$ cat config.mk
export PLATFORM = sky130hd
export DESIGN_NAME = wb_bypass_pipe
export DESIGN_NICKNAME = d
export VERILOG_FILES = /design/src/rtl/wb_bypass_pipe.sv
export SDC_FILE = /design/constraint.sdc
export NUM_CORES = 1
export LEC_CHECK = 0
export CAP_MARGIN = 20
export CORE_MARGIN = 1.5
export CORE_UTILIZATION = 60
export CTS_BUF_LIST = sky130_fd_sc_hd__clkbuf_2
export CTS_CLUSTER_DIAMETER = 150
export CTS_CLUSTER_SIZE = 20
export DETAILED_ROUTE_END_ITERATION = 10
export DONT_BUFFER_PORTS = 1
export PLACE_DENSITY = 0.77
export SLEW_MARGIN = 30
export SYNTH_ARGS = -nofsm -noshare
export SYNTH_HDL_FRONTEND = slang
export SYNTH_SLANG_ARGS = --single-unit
$ cat constraint.sdc
create_clock -name clk -period 8.9 [get_ports clk]
set_clock_uncertainty 0.2 [all_clocks]
set_input_delay 2.67 -clock clk [delete_from_list [all_inputs] [get_ports clk]]
set_output_delay 2.67 -clock clk [all_outputs]
set_load 0.05 [all_outputs]
$ cat src/rtl/wb_bypass_pipe.sv
// In-flight register-write pipeline with per-source write-back select, operand
// forwarding to NREAD read ports and load-use stall detection.
module wb_bypass_pipe #(
   parameter int DATA_W = 32,
   parameter int ADDR_W = 5,
   parameter int STAGES = 3,
   parameter int NREAD  = 2
) (
   input  logic                     clk,
   input  logic                     reset,
   input  logic                     iss_valid,
   input  logic [ADDR_W-1:0]        iss_wa,
   input  logic [1:0]               iss_wsel,
   input  logic [DATA_W-1:0]        iss_pc4,
   input  logic [DATA_W-1:0]        alu_out,
   input  logic [DATA_W-1:0]        mem_rdata,
   input  logic [NREAD*ADDR_W-1:0]  rd_addr,
   input  logic [NREAD*DATA_W-1:0]  rf_data,
   output logic [NREAD*DATA_W-1:0]  opnd,
   output logic                     stall,
   output logic                     wb_we,
   output logic [ADDR_W-1:0]        wb_wa,
   output logic [DATA_W-1:0]        wb_wd
);

   localparam logic [1:0] SEL_MEM = 2'd1;
   localparam logic [1:0] SEL_PC4 = 2'd2;

   logic              valid_reg [STAGES];
   logic              ready_reg [STAGES];
   logic [ADDR_W-1:0] wa_reg    [STAGES];
   logic [DATA_W-1:0] data_reg  [STAGES];
   // Source select is only consulted while the entry is in EX or MEM.
   logic [1:0]        wsel0_reg;
   logic [1:0]        wsel1_reg;

   logic              capture;
   logic [NREAD-1:0]  miss_vec;

   function automatic logic is_alu(input logic [1:0] sel);
      return (sel != SEL_MEM) && (sel != SEL_PC4);
   endfunction

   assign capture = iss_valid && !stall && (iss_wa != '0);

   always_ff @(posedge clk or posedge reset) begin
      if (reset) begin
         for (int k = 0; k < STAGES; k++) begin
            valid_reg[k] <= 1'b0;
            ready_reg[k] <= 1'b0;
            wa_reg[k]    <= '0;
            data_reg[k]  <= '0;
         end
         wsel0_reg <= '0;
         wsel1_reg <= '0;
         wb_we     <= 1'b0;
         wb_wa     <= '0;
         wb_wd     <= '0;
      end else begin
         valid_reg[0] <= capture;
         ready_reg[0] <= capture && (iss_wsel == SEL_PC4);
         wa_reg[0]    <= iss_wa;
         wsel0_reg    <= iss_wsel;
         data_reg[0]  <= iss_pc4;

         valid_reg[1] <= valid_reg[0];
         wa_reg[1]    <= wa_reg[0];
         wsel1_reg    <= wsel0_reg;
         data_reg[1]  <= is_alu(wsel0_reg) ? alu_out : data_reg[0];
         ready_reg[1] <= ready_reg[0] || (valid_reg[0] && is_alu(wsel0_reg));

         for (int k = 2; k < STAGES; k++) begin
            valid_reg[k] <= valid_reg[k-1];
            wa_reg[k]    <= wa_reg[k-1];
            if (k == 2) begin
               data_reg[k]  <= (wsel1_reg == SEL_MEM) ? mem_rdata : data_reg[k-1];
               ready_reg[k] <= ready_reg[k-1] || (valid_reg[k-1] && (wsel1_reg == SEL_MEM));
            end else begin
               data_reg[k]  <= data_reg[k-1];
               ready_reg[k] <= ready_reg[k-1];
            end
         end

         wb_we <= valid_reg[STAGES-1];
         wb_wa <= wa_reg[STAGES-1];
         wb_wd <= data_reg[STAGES-1];
      end
   end

   genvar gi;
   generate
      for (gi = 0; gi < NREAD; gi++) begin : g_port
         logic [ADDR_W-1:0] ra;
         logic [DATA_W-1:0] fwd;
         logic              miss;

         assign ra = rd_addr[gi*ADDR_W +: ADDR_W];

         // Scan oldest to youngest so the youngest matching writer lands last.
         always_comb begin
            fwd  = rf_data[gi*DATA_W +: DATA_W];
            miss = 1'b0;
            if (wb_we && (wb_wa == ra)) begin
               fwd = wb_wd;
            end
            for (int k = STAGES - 1; k >= 0; k--) begin
               if (valid_reg[k] && (wa_reg[k] == ra)) begin
                  miss = 1'b0;
                  if (ready_reg[k]) begin
                     fwd = data_reg[k];
                  end else if (k == 0) begin
                     if (wsel0_reg == SEL_MEM) begin
                        miss = 1'b1;
                     end else begin
                        fwd = alu_out;
                     end
                  end else if (k == 1) begin
                     fwd = mem_rdata;
                  end else begin
                     miss = 1'b1;
                  end
               end
            end
            if (ra == '0) begin
               fwd  = '0;
               miss = 1'b0;
            end
         end

         assign opnd[gi*DATA_W +: DATA_W] = fwd;
         assign miss_vec[gi]              = miss;
      end
   endgenerate

   assign stall = |miss_vec;

endmodule

Word level (Yosys, flattened, before mapping)
Index checks and enable logic that the tools add are counted.
{"block": "op_classes", "n_reduce_logical": 21, "eq_ne": 13, "n_mux": 30}
{"operator": "32-bit 2-to-1 mux", "count": 19}
{"operator": "5-bit == test", "count": 8}
{"operator": "1-bit logical AND", "count": 14}
{"operator": "1-bit 2-to-1 mux", "count": 11}
{"operator": "5-bit logical NOT", "count": 2}
{"operator": "5-bit nonzero test", "count": 1}
{"operator": "2-bit by 1-bit == test with 1-bit output, second input constant", "count": 2}
{"operator": "2-bit == test, second input constant", "count": 1}
{"operator": "1-bit logical OR", "count": 2}
{"operator": "2-bit by 1-bit inequality test with 1-bit output, second input constant", "count": 1}
{"operator": "2-bit inequality test, second input constant", "count": 1}
{"operator": "2-bit OR reduction", "count": 1}
{"operator": "1-bit logical NOT", "count": 1}
{"block": "totals", "inputBits": 180, "output_inout_bits": 103, "reg_bits": 159}

Logic depth before layout (Yosys ltp)
{"block": "depth", "word_depth": 11, "mapped_depth": 9, "ltp_nobuf": 7}

Least setup slack after synthesis
OpenSTA, ideal clock, no wires.
{"block": "synth_timing", "kind": "input -> output", "startpoint": "input port rd_addr[7]", "endpoint": "output port opnd[35]", "path_slack_ps": -212, "n_path_buf": 3, "arrival_time_ps": 6242, "cell_stages": 9, "cell_sequence": "buf_2 xnor2_1 nand3_1 or2_1 buf_2 buf_2 nor2_1 a2111oi_0 a2111oi_0"}
{"block": "synth_between", "elab_chain_cells": 10, "elab_cells_between_ends": 17}
{"item": "start: declaration", "line": "17", "rtl": "input logic [NREAD*ADDR_W-1:0] rd_addr,"}
{"item": "5-bit == test", "line": "103", "rtl": "if (wb_we && (wb_wa == ra)) begin"}
{"item": "1-bit logical AND", "line": "103"}
{"item": "32-bit 2-to-1 mux", "line": "103"}
{"item": "32-bit 2-to-1 mux", "line": "109", "rtl": "if (ready_reg[k]) begin"}
{"item": "32-bit 2-to-1 mux (2 in a row)", "line": "107", "rtl": "if (valid_reg[k] && (wa_reg[k] == ra)) begin"}
{"item": "32-bit 2-to-1 mux", "line": "112", "rtl": "if (wsel0_reg == SEL_MEM) begin"}
{"item": "32-bit 2-to-1 mux", "line": "109"}
{"item": "32-bit 2-to-1 mux", "line": "107"}
{"item": "32-bit 2-to-1 mux (*)", "line": "124", "rtl": "if (ra == '0) begin"}
{"item": "end: declaration", "line": "19", "rtl": "output logic [NREAD*DATA_W-1:0] opnd,"}
Mark *: on every way between the ends. The rest lies on a longest branch, timed or not.

Final worst setup path
{"block": "layout_timing", "startpoint": "input port rd_addr[6]", "endpoint": "output port opnd[53]"}
Same word-level chain as after synthesis.

==> impl_metrics.csv <==
group,metric,value,unit
clock_network,cts_setup_buffers,0,
clock_network,cts_max_level,4,
cells_and_area,layout.nets,1149,
floorplan,die_w,129.1,um
synthesis,async_flop_share,100.0,%
sta,post-route-min-period,7.946,ns
synthesis,synth_xor_area_share,3.670,%
synthesis,ys.flop_type,"dfrtp_1",
power,vdd_drop_max,0.0001150,V
synthesis,synth_cell_types,38,
clock_network,clock_latency,0.77,ns
synthesis,avgSynthCellArea,9.934,sq um
clock_network,cts.path.max_buffers,2,
grt,grt_pass1_vias,8437,
floorplan,initial_core_util,62.11,%
clock_network,clock-sinks,159,
setup_path,reg2reg_depth,8,
cells_and_area,final_common_cell,"nor2_1",
routing,vias,8411,
synthesis,yosys_register_bits,159,
power,powerDensity,167.6,nW/um^2
sta,fmax,0.1259,GHz
grt,antenna_found_initial,8,
floorplan,placementRows,45,
routing,avgRoutedWirePerCell,24.82,um
routing,postRouteAntennaNets,0,
routing,routed_wl,29790,um
hold_path,hold_path_depth,0,
setup_path,required,6.03,ns
sta,timing.hold.ws,0.2134,ns
floorplan,die-area,16680,sq um
floorplan,die_h,129.1,um
setup_path,critPathLaunchType,"primary input",
grt,grtUsageTotal,35.67,%
placement,routabilityCongestion,0.8918,
sta,slew_viol_final,0,
run_status,outcome,"finished, final reports clean",
cells_and_area,drive_above_1_share,27.32,%
sta,hold_viol,0,
setup_path,worst_ep_arrival_time,5.08,ns
clock_network,clk_pin_slew,0.26,ns
routing,routed_via_density,7.009,
cells_and_area,area_delta_synth_final,10.63,%
clock_network,cts.repair.resized,0,
synthesis,synth-simple-area-share,12.10,%
routing,first_pass_iters,5,
routing,drc,0,
synthesis,synthMuxAreaShare,18.03,%
routing,detail_route.iter0.violations,677,
synthesis,syn_area,9547,sq um
power,cellLeakagePower,4.004,nW
clock_network,cts-buffers-inserted,17,
hold_path,hp-start,"data_reg[30]",
synthesis,synthAdderAreaFrac,0.1311,%
setup_path,critical_path.max_fanout,26,
sta,setup_viol_count_final,0,
job,max-cap-violations,0,
sta,tightestPinTransition,1.029,ns
placement,portBuffers,0,
setup_path,reg2reg_from,"wsel0_reg[1]",
placement,hpwl,19580,um
synthesis,synth_compound_area_share,19.32,%
synthesis,seq_area_frac_synth,41.68,%
sta,rsz0062_at_grt,"false",
sta,slew_headroom,31.43,%
hold_path,hold_path_class,"reg -> reg",
clock_network,cts_tree,"yes",
clock_network,clockRootBuffer,"clkbuf_2",
clock_network,cts_hold_buf,0,
cells_and_area,mostFrequentLayoutCells,"nor2_1, dfrtp_1, mux2_2",
floorplan,coreArea,15370,sq um
setup_path,endpoint_kind,"output pin",
grt,overflow,0,
hold_path,min_to,"wb_wd[30]",
floorplan,io_pins,283,
synthesis,synth_fp_nets,1142,
synthesis,synth_warnings,0,
synthesis,synth_cells,961,
synthesis,synth-edff-count,0,
setup_path,path_class,"in -> out",
synthesis,synth_top_family_by_area,"compound AO/OA/AOI/OAI gates",
grt,grt_max_degree,90,
setup_path,rrSetupSlack,5.23,ns
cells_and_area,largest_reg_flops,96,
setup_path,r2r-end,"ready_reg[2]",
grt,grt_first_pass_wirelength,45230,um
sta,final.setup.tns,0,ns
sta,fin_crit_sh,89.28,%
-- routing by layer --
metal	global-route usage [%]	wire, um
met1	43.51	11040
met2	58.60	14590
met3	9.909	3012
met4	17.38	1148
met5	0	0
-- worst max-delay path: stages --
cell	delay, ns
xor2_1	0.13
nor4_1	0.35
and3_2	0.61
buf_4	0.33
nor2b_1	0.07
a2111oi_0	0.54
a2111oi_2	0.13
buf_4	0.24
-- synth_stat cells, drive strengths merged (4+ instances only) --
master	number	area, sq um
inv	6	22.52
a2111oi	62	564.3
nand2	40	150.1
a221oi	31	309.1
mux2	96	1081
nor2	164	615.6
nand2b	4	25.02
mux2i	64	640.6
nand3	4	20.02
clkbuf	55	206.5
o32ai	62	543.0
dfrtp	159	3979
nor4	4	25.02
xnor2	14	122.6
buf	41	255.3
nor3	6	35.03
nand4	4	31.28
o21ai	70	354.1
xor2	26	227.7
nor2b	32	200.2
-- area by class of cell --
type	count	area, sq um
inverters	6	27.53
well taps	211	264.0
clock inverters	15	170.2
diodes	8	20.02
repair buffers	84	679.4
fillers	1247	4810
flip-flops and latches	159	3986
multi-input cells	700	5329
clock buffers	17	85.08
-- report_power, final --
group,switching (W),leakage (nW),internal [W]
logic,0.000259,2.00,0.000163
registers,0.000132,1.85,0.000786
clock network,0.000310,0.155,0.000119
-- worst max-delay path by stage --
stage	from	endpoint	slack, ns	cells after the start
4_1_cts	rd_addr[6]	opnd[41]	0.98	8
3_3_place_gp	rd_addr[6]	opnd[57]	1.11	8
6_report	rd_addr[6]	opnd[53]	0.95	8
3_5_place_dp	rd_addr[6]	opnd[41]	1.0	8
5_1_grt	rd_addr[8]	opnd[41]	0.84	8
2_1_floorplan	rd_addr[7]	opnd[34]	0.45	9
-- kinds of logic (layout without fill, tap and decap cells) --
logic type                 Yosys count  after routing
buffers and inverters              102            122
AOI/OAI and AO/OA                  233            233
xor gates and xnor gates            40             40
muxes                              160            160
adders and majority gates            1              1
other                                0              8
and+or+nand+nor                    266            266
DFF                                159            159
-- per-stage QoR --
| step | instance area (sq um) | worst slack [ns] | utilization [%] | total power, W | std cells |
|---|---|---|---|---|---|
| after CTS | 10510 | 0.9836 | 68.34 | 0.001766 | 1191 |
| final | 10560 | 0.9540 | 68.71 | 0.001770 | 1200 |
| after global placement | 10250 | 1.114 | 66.67 | 0.001334 | 1159 |
| after global routing | 10550 | 0.8427 | 68.66 | 0.001832 | 1197 |
| after floorplan | 9564 | 0.4528 | - | 0.001225 | 961 |
| after detailed placement | 10250 | 0.9984 | 66.68 | 0.001345 | 1159 |
Power figures use the tool's default switching activity.
